File: config.mk
export PLATFORM = sky130hd
export DESIGN_NAME = bht_predictor
export DESIGN_NICKNAME = d
export VERILOG_FILES = /design/src/rtl/bht_pkg.sv /design/src/rtl/bht_sat_ctr.sv /design/src/rtl/bht_predictor.sv
export SDC_FILE = /design/constraint.sdc
export NUM_CORES = 1
export LEC_CHECK = 0
export BUFFER_PORTS_ARGS = -buffer_cell sky130_fd_sc_hd__buf_4
export CAP_MARGIN = 20
export CORE_MARGIN = 10
export CORE_UTILIZATION = 45
export DETAILED_ROUTE_END_ITERATION = 10
export GPL_ROUTABILITY_DRIVEN = 0
export HOLD_SLACK_MARGIN = 0.12
export PLACE_DENSITY_LB_ADDON = 0.2
export SETUP_SLACK_MARGIN = 0.15
export SLEW_MARGIN = 20
export SYNTH_ARGS = -nofsm -noshare
export SYNTH_HDL_FRONTEND = slang
export SYNTH_SLANG_ARGS = --single-unit
export TNS_END_PERCENT = 100
File: constraint.sdc
create_clock -name clk -period 2.8 [get_ports clk]
set_clock_uncertainty 0.2 [all_clocks]
set_input_delay 0 -clock clk [delete_from_list [all_inputs] [get_ports clk]]
set_output_delay 0 -clock clk [all_outputs]
set_load 0.005 [all_outputs]
File: src/rtl/bht_pkg.sv
// Shared constants, index type and saturating-step helper for the branch history table.
package bht_pkg;

    localparam int CTR_WIDTH_DEF   = 2;
    localparam int INDEX_BITS_DEF  = 6;
    localparam int PC_WIDTH_DEF    = 32;
    localparam int RESET_VALUE_DEF = 1;
    localparam int CTR_MAX_WIDTH   = 16;

    typedef logic [INDEX_BITS_DEF-1:0] bht_idx_t;
    typedef logic [CTR_MAX_WIDTH-1:0]  ctr_max_t;

    // Saturation is decided against all-ones/all-zeros of the live width before stepping,
    // so the counter never wraps regardless of how wide the carrier type is.
    function automatic ctr_max_t sat_step(input ctr_max_t ctr, input logic taken, input int width);
        ctr_max_t ones;
        ones = '0;
        for (int i = 0; i < CTR_MAX_WIDTH; i++) begin
            ones[i] = (i < width);
        end
        if (taken) begin
            return (ctr == ones) ? ctr : ctr + ctr_max_t'(1);
        end
        return (ctr == '0) ? ctr : ctr - ctr_max_t'(1);
    endfunction

endpackage

File: src/rtl/bht_sat_ctr.sv
// One WIDTH-bit saturating up/down counter; generalisation of the classic 2-bit predictor counter.
module bht_sat_ctr
    import bht_pkg::*;
#(
    parameter int               WIDTH       = CTR_WIDTH_DEF,
    parameter logic [WIDTH-1:0] RESET_VALUE = WIDTH'(RESET_VALUE_DEF)
) (
    input  logic             clk,
    input  logic             reset,
    input  logic             inc_i,
    input  logic             dec_i,
    output logic [WIDTH-1:0] ctr_o
);

    logic [WIDTH-1:0] ctr_q, ctr_d;

    always_comb begin
        // NOTE: default first so every path assigns ctr_d; otherwise a latch is inferred.
        ctr_d = ctr_q;
        if (inc_i) begin
            ctr_d = WIDTH'(sat_step(ctr_max_t'(ctr_q), 1'b1, WIDTH));
        end else if (dec_i) begin
            ctr_d = WIDTH'(sat_step(ctr_max_t'(ctr_q), 1'b0, WIDTH));
        end
    end

    // NOTE: non-blocking assignment for state so all flops sample the same pre-edge values.
    always_ff @(posedge clk) begin
        if (reset) begin
            ctr_q <= RESET_VALUE;
        end else begin
            ctr_q <= ctr_d;
        end
    end

    assign ctr_o = ctr_q;

endmodule

File: src/rtl/bht_predictor.sv
// Branch history table of saturating counters with 1-cycle lookup and write-first bypass.
// Optional gshare indexing is enabled by defining BHT_GSHARE_EN.
module bht_predictor
    import bht_pkg::*;
#(
    parameter int CTR_WIDTH   = CTR_WIDTH_DEF,
    parameter int INDEX_BITS  = INDEX_BITS_DEF,
    parameter int PC_WIDTH    = PC_WIDTH_DEF,
    parameter int RESET_VALUE = RESET_VALUE_DEF
) (
    input  logic                  clk,
    input  logic                  reset,
    input  logic                  lookup_valid,
    input  logic [PC_WIDTH-1:0]   lookup_pc,
    output logic                  pred_valid,
    output logic                  pred_taken,
    output logic [CTR_WIDTH-1:0]  pred_ctr,
`ifdef BHT_GSHARE_EN
    output logic [INDEX_BITS-1:0] pred_hist,
    input  logic [INDEX_BITS-1:0] update_hist,
`endif
    input  logic                  update_valid,
    input  logic [PC_WIDTH-1:0]   update_pc,
    input  logic                  update_taken
);

    localparam int ENTRIES = 1 << INDEX_BITS;

    logic [INDEX_BITS-1:0] lookup_idx, update_idx;
    logic [CTR_WIDTH-1:0]  ctr_tbl [ENTRIES];
    logic [CTR_WIDTH-1:0]  rd_ctr, lookup_ctr;
    logic                  pred_valid_q, pred_valid_d;
    logic [CTR_WIDTH-1:0]  pred_ctr_q, pred_ctr_d;
    logic                  unused_pc_bits;

    assign unused_pc_bits = ^{lookup_pc[PC_WIDTH-1:INDEX_BITS+2], lookup_pc[1:0],
                              update_pc[PC_WIDTH-1:INDEX_BITS+2], update_pc[1:0]};

`ifdef BHT_GSHARE_EN
    logic [INDEX_BITS-1:0] ghr_q, ghr_d;
    logic [INDEX_BITS-1:0] pred_hist_q, pred_hist_d;

    assign lookup_idx = lookup_pc[INDEX_BITS+1:2] ^ ghr_q;
    assign update_idx = update_pc[INDEX_BITS+1:2] ^ update_hist;

    // History advances only on resolved outcomes; lookups this cycle still see the old value.
    always_comb begin
        ghr_d       = ghr_q;
        pred_hist_d = pred_hist_q;
        if (update_valid) begin
            ghr_d = {ghr_q[INDEX_BITS-2:0], update_taken};
        end
        if (lookup_valid) begin
            pred_hist_d = ghr_q;
        end
    end

    always_ff @(posedge clk) begin
        if (reset) begin
            ghr_q       <= '0;
            pred_hist_q <= '0;
        end else begin
            ghr_q       <= ghr_d;
            pred_hist_q <= pred_hist_d;
        end
    end

    assign pred_hist = pred_hist_q;
`else
    assign lookup_idx = lookup_pc[INDEX_BITS+1:2];
    assign update_idx = update_pc[INDEX_BITS+1:2];
`endif

    // NOTE: the whole table is flops and each entry resets itself, so reset completes in one cycle.
    for (genvar i = 0; i < ENTRIES; i++) begin : g_entry
        logic hit;
        assign hit = update_valid && (update_idx == INDEX_BITS'(i));
        bht_sat_ctr #(
            .WIDTH       (CTR_WIDTH),
            .RESET_VALUE (CTR_WIDTH'(RESET_VALUE))
        ) u_ctr (
            .clk   (clk),
            .reset (reset),
            .inc_i (hit & update_taken),
            .dec_i (hit & ~update_taken),
            .ctr_o (ctr_tbl[i])
        );
    end

    assign rd_ctr = ctr_tbl[lookup_idx];

    // Write-first: a same-cycle update to the looked-up entry is visible in the prediction.
    always_comb begin
        lookup_ctr = rd_ctr;
        if (update_valid && (update_idx == lookup_idx)) begin
            lookup_ctr = CTR_WIDTH'(sat_step(ctr_max_t'(rd_ctr), update_taken, CTR_WIDTH));
        end
    end

    always_comb begin
        pred_valid_d = lookup_valid;
        pred_ctr_d   = pred_ctr_q;
        if (lookup_valid) begin
            pred_ctr_d = lookup_ctr;
        end
    end

    always_ff @(posedge clk) begin
        if (reset) begin
            pred_valid_q <= 1'b0;
            pred_ctr_q   <= '0;
        end else begin
            pred_valid_q <= pred_valid_d;
            pred_ctr_q   <= pred_ctr_d;
        end
    end

    assign pred_valid = pred_valid_q;
    assign pred_ctr   = pred_ctr_q;
    assign pred_taken = pred_ctr_q[CTR_WIDTH-1];

endmodule

; After elaboration in Yosys (flattened, before gate mapping)
; Index checks and enable logic that the tools add are counted.
[word_totals]
ff_bits = 131
input_bits = 69
[classes]
n_mux = 394
order_cmp = 1
n_eq_ne = 193
reduce_logical = 259
addsub = 130
bitwise = 130
[op_table]
columns = cell, n
row1 = 2-bit 2-to-1 mux, 327
row2 = 6-bit == test (second input constant), 32
row3 = 3-bit != test (second input constant), 64
row4 = 2-bit by 1-bit adder with 2-bit output (second input constant), 65
row5 = 2-bit == test (second input constant), 65
row6 = 2-bit zero test, 65
row7 = 2-bit by 1-bit subtractor with 2-bit output (second input constant), 65
row8 = 1-bit bitwise AND, 128
row9 = 2-bit AND reduction, 64
row10 = 2-bit nonzero test, 64
row11 = 6-bit by 5-bit == test with 1-bit output (second input constant), 16
row12 = 1-bit 2-to-1 mux, 66
row13 = 1-bit logical AND, 65
row14 = 6-bit by 4-bit == test with 1-bit output (second input constant), 8
row15 = 6-bit by 3-bit == test with 1-bit output (second input constant), 4
row16 = 2-bit binary-select mux with 6-bit select, 1
row17 = 6-bit by 2-bit == test with 1-bit output (second input constant), 2
row18 = 7-bit >= comparator (second input constant), 1
row19 = 6-bit NOT with 7-bit output, 1
row20 = 6-bit by 1-bit == test with 1-bit output (second input constant), 1
row21 = 6-bit == test, 1
row22 = 6-bit zero test, 1
row23 = 1-bit NOT, 1

; Logic depth before layout (Yosys ltp)
[logic_depth]
depth_word = 9
mapped_depth = 9
depth_no_buf = 7

; Cells and area by module
; A second synthesis with hierarchy kept.
[unflattened]
hier_cells = 929
hier_area_um2 = 7419.6
[by_module_without_submodules]
columns = mod, area_per_inst_um2, cells_each, instances
row1 = bht_sat_ctr, 82.6, 10, 64
row2 = bht_predictor, 2134.5, 289, 1

; Least setup slack after synthesis
; No wires, ideal clock.
[synth_timing]
path_type = flip-flop to flip-flop
from = reg g_entry[5].u_ctr.ctr_q[0]
to = reg pred_ctr_q[0] (netlist: pred_ctr[0])
slack_ns = 0.771
stages_incl_launch_ff = 7
setup_time_ns = 0.091
required_ns = 2.509
arrival_time_ns = 1.738
path_cell_list = dfxtp_1 mux4_2 mux2_2 a311oi_2 a22o_2 a211oi_1 a311oi_1
[synth_between]
elab_chain_cells = 8
word_cells_on_any_way = 12
classes_between = 2 x add/sub / 1 x eq/ne / 8 x mux / 1 x reduce/logical
[synth_lines]
columns = item, line_no
row1 = start: declaration, bht_sat_ctr.sv:15  ; logic [WIDTH-1:0] ctr_q, ctr_d;
row2 = start signal: assignment, bht_sat_ctr.sv:32  ; ctr_q <= ctr_d;
row3 = 2-bit binary-select mux with 6-bit select *, bht_predictor.sv:90  ; assign rd_ctr = ctr_tbl[lookup_idx];
row4 = 2-bit 2-to-1 mux (implied by the code) * (2 in a row), bht_predictor.sv:90
row5 = 2-bit by 1-bit adder with 2-bit output or 2-bit == test (tied branches), bht_pkg.sv:22  ; return (ctr == ones) ? ctr : ctr + ctr_max_t'(1);
row6 = 2-bit 2-to-1 mux, bht_pkg.sv:22
row7 = 2-bit 2-to-1 mux, bht_pkg.sv:21  ; if (taken) begin
row8 = 2-bit 2-to-1 mux, bht_pkg.sv:24  ; return (ctr == '0) ? ctr : ctr - ctr_max_t'(1);
row9 = 2-bit 2-to-1 mux *, bht_predictor.sv:95  ; if (update_valid && (update_idx == lookup_idx)) begin
row10 = end signal: assignment, bht_predictor.sv:114  ; pred_ctr_q <= pred_ctr_d;
row11 = end: declaration, bht_predictor.sv:33  ; logic [CTR_WIDTH-1:0] pred_ctr_q, pred_ctr_d;
; Every way passes the cells marked *; elsewhere a longest branch is shown, timed or not. The select of a mux whose other input is x is not followed.
; A chain may end at the register's enable or synchronous reset.

; Worst setup path after layout
[layout_timing]
from = in update_pc[3]
to = reg pred_ctr_q[0] (netlist: pred_ctr[0])
[layout_between]
elab_chain_cells = 3
[layout_lines]
columns = item, line_no
row1 = start: declaration, bht_predictor.sv:23  ; input logic [PC_WIDTH-1:0] update_pc,
row2 = 6-bit == test, bht_predictor.sv:95
row3 = 1-bit logical AND, bht_predictor.sv:95
row4 = 2-bit 2-to-1 mux, bht_predictor.sv:95
; Every way passes these cells.

==> results.md <==
- Status: finished, final reports clean
- Final Max Slew Viols: 0
- Max-slew headroom: 43.7%
- CP Capture Type: flip-flop
- Pre-Repair DR Iteration Count: 5
- Reg power frac: about two fifths
- DRT antenna net count: 0
- Final total power: 5.09 mW
- Layout cells sized above 1: between 10% and 20%
- Static leakage: around 3.2 nW
- Vias in the first global route: approximately 6200
- Int Power: around 3.8 mW
- Port Buf Inserts: 20
- Chip Height: ~150 µm
- Inst Count DP: 1122
- Register area share after synthesis: a little over a third
- Clock power frac: between 40% and 50%
- Mapped Area: 7560 µm²
- Worst-skew pair later-pin latency: 430 ps
- Core Box Area: ~17000 µm²
- Switch share: between 20 and 30%
- R2r startpoint: g_entry[47].u_ctr.ctr_o[1]
- Initial antenna violation count: 0
- Final setup fails: 0
- Fin crit period: 2390 ps
- Most instantiated cells after synthesis: 179 x o21ai_0, 131 x dfxtp_1, 84 x nor2_1
- Largest net degree at the start of global routing: around 150
- Largest cells by area after synthesis: dfxtp_1 35%, o21ai_0 12%, mux4_2 7.7%
- EDFF count, synth: 0
- Comb pwr share: between 10% and 20%
- Max IR drop VDD: approximately 0.44 mV
- DPL Wire Length: approximately 14 mm
- Ys async rst share: 0%
- Finished Cell Area: around 8700 µm²
- Yosys warns: 0
- Area Overhead vs Synth: 14.7%
- N_diodes: 0
- RSZ-0062 raised after global routing: no
- Top-area cell type share of the netlist area: about a third
- Post-synth top area cell: dfxtp_1
- Die W: roughly 150 µm
- Initial drt markers: 759
- Final worst setup slack: 412 ps
- Non-Filler Instances: around 1200
- CTS buffer count: 17
- Nets: 1006
- Pre-CTS setup slack: ~380 ps
- Clk slew on worst S/H paths: around 50 ps
- Setup TNS: 0 ps
- Via count: just over 7000
- Worst Setup SP: update_pc[3]
- # DRC: 0
- CP required: between 2000 and 3000 ps
- CTS H-tree depth: 4
- CTS tree: done
- HP Class: input pin to flip-flop
- Critical Path Fanout Max: 10
- Synth Flop Type: dfxtp_1
- Post-DP Area: between 7000 and 8000 µm²
- Synth unique cells: 47
- Drt wl/cell: 18.0 µm
- Longest Clk Path Bufs: 2
- First-pass GRT wire length: 34.2 mm
- Clk root buf: clkbuf_16
- PostCTS Resize Cnt: 0
- Worst Tran Pin Value: approximately 850 ps
- Hold Path Origin: lookup_valid
- Initial Utilization: 45.7%
- # rows: 47
- Fmax: between 400 and 500 MHz
- Clk sinks: 131
- Fillcell total: 1551
- Arrival time worst endpoint: ~2500 ps
- Max-cap viol count: 0
- Cells after synthesis: roughly 930
- GRT overflow: 0
- Gr usage total: a little under a fifth
- Final hold vios: 0
- Worst setup SP type: input pin
- Syn Nets: roughly 1000
- Mapped Avg Cell Area: just over 8 µm²
- Drt total wl: between 20 and 25 mm
- Die area: roughly 22000 µm²
- Vias per Instance: 6.04
- Setup Crit Path Kind: input pin to flip-flop
- Tcrit/Tclk final: ~85%
- Num ports: 73
- Synthesis-stage register bit count: ~130
- Pwr Density: 588 nW/µm²
- Switching power: 1.32 mW
- Most frequent cell after synthesis: o21ai_0
==> what timing repair did <==
item,in CTS,in global routing
hold endpoints to repair,110,0
buffers inserted,0,0
hold buffers,16,0
==> sequential cells by signal, summed over array words and instances, names as in the netlist <==
signal,flops
pred_valid,1
g_entry.u_ctr.ctr_o,128
pred_ctr,2
==> critical path, cell delays in order <==
cell and delay (ps):
dlygate4sd3_1 550, buf_4 180, xnor2_1 150, nand4_1 170, nor4_1 480, dlygate4sd3_1 630, o21ai_0 80, a311oi_1 280
==> cell families (layout without fill, tap and decap cells) <==
kind of cell / after synthesis / after routing / share of synthesized area, %
AO/OA/AOI/OAI: 346 / 346 / 27.3
XOR/XNOR: 6 / 6 / 0.696
buffers and inverters: 75 / 97 / 4.52
flip-flops: 131 / 131 / 34.7
multiplexers: 42 / 42 / 11.0
AND/OR/NAND/NOR: 328 / 328 / 21.7
==> layer usage <==
metal	up-vias	GRT usage [%]	wire (µm)
li1	3497	-	-
met1	3369	25.7	9670
met2	179	30.0	9840
met3	25	3.68	1160
met4	0	6.58	396
met5	-	0	0
==> power by group through the flow <==
stage	Sequential (mW)	Clock (mW)	Combinational [mW]
floorplan	2.09	0	0.444
global placement	2.12	0	0.576
detailed placement	2.13	0	0.584
CTS	2.09	2.44	0.604
global route	2.11	2.51	0.679
finish	2.09	2.40	0.605
==> layout make-up <==
cell class                      count  area, µm²  share of cell area, %
Sequential cell                   131       2620                   30.3
Timing Repair Buffer               61        514                   5.94
Multi-Input combinational cell    722       4600                   53.1
Clock buffer                       19        453                   5.23
Inverter                            4       15.0                  0.173
Tap cell                          220        275                   3.18
Clock inverter                     13        181                   2.09
==> cells in the final DEF, fill, tap and decap left out, drive strengths merged, types with 4 or more instances in the layout <==
cell,n
o21ai,179
dfxtp,131
a21oi,73
nand3,5
nand2b,5
clkinvlp,5
o221ai,7
nand3b,12
clkbuf,19
nor3,8
o31ai,7
nor2b,6
o311ai,55
bufinv,4
mux4,31
nor2,84
and3,59
and2,55
mux2i,7
nand2,83
buf,45
inv,5
dlygate4sd3,16
mux2,4
a21o,6
==> metrics by stage <==
stage | hold WS (ps) | utilization, %
2_1_floorplan | -106 | -
3_3_place_gp | 32.5 | 47.6
3_5_place_dp | 29.1 | 47.6
4_1_cts | 139 | 52.4
5_1_grt | 195 | 52.4
6_report | 155 | 52.4
==> worst paths after layout <==
path / cells past startpoint / slack, ps / end
hold reg to reg: 2 / 300 / g_entry[53].u_ctr.ctr_o[1]
hold / removal: 3 / 160 / pred_ctr[0]
setup reg to reg: 7 / 450 / pred_ctr[0]
setup / recovery: 8 / 410 / pred_ctr[0]
No activity file was read; power rests on OpenSTA's default activity.
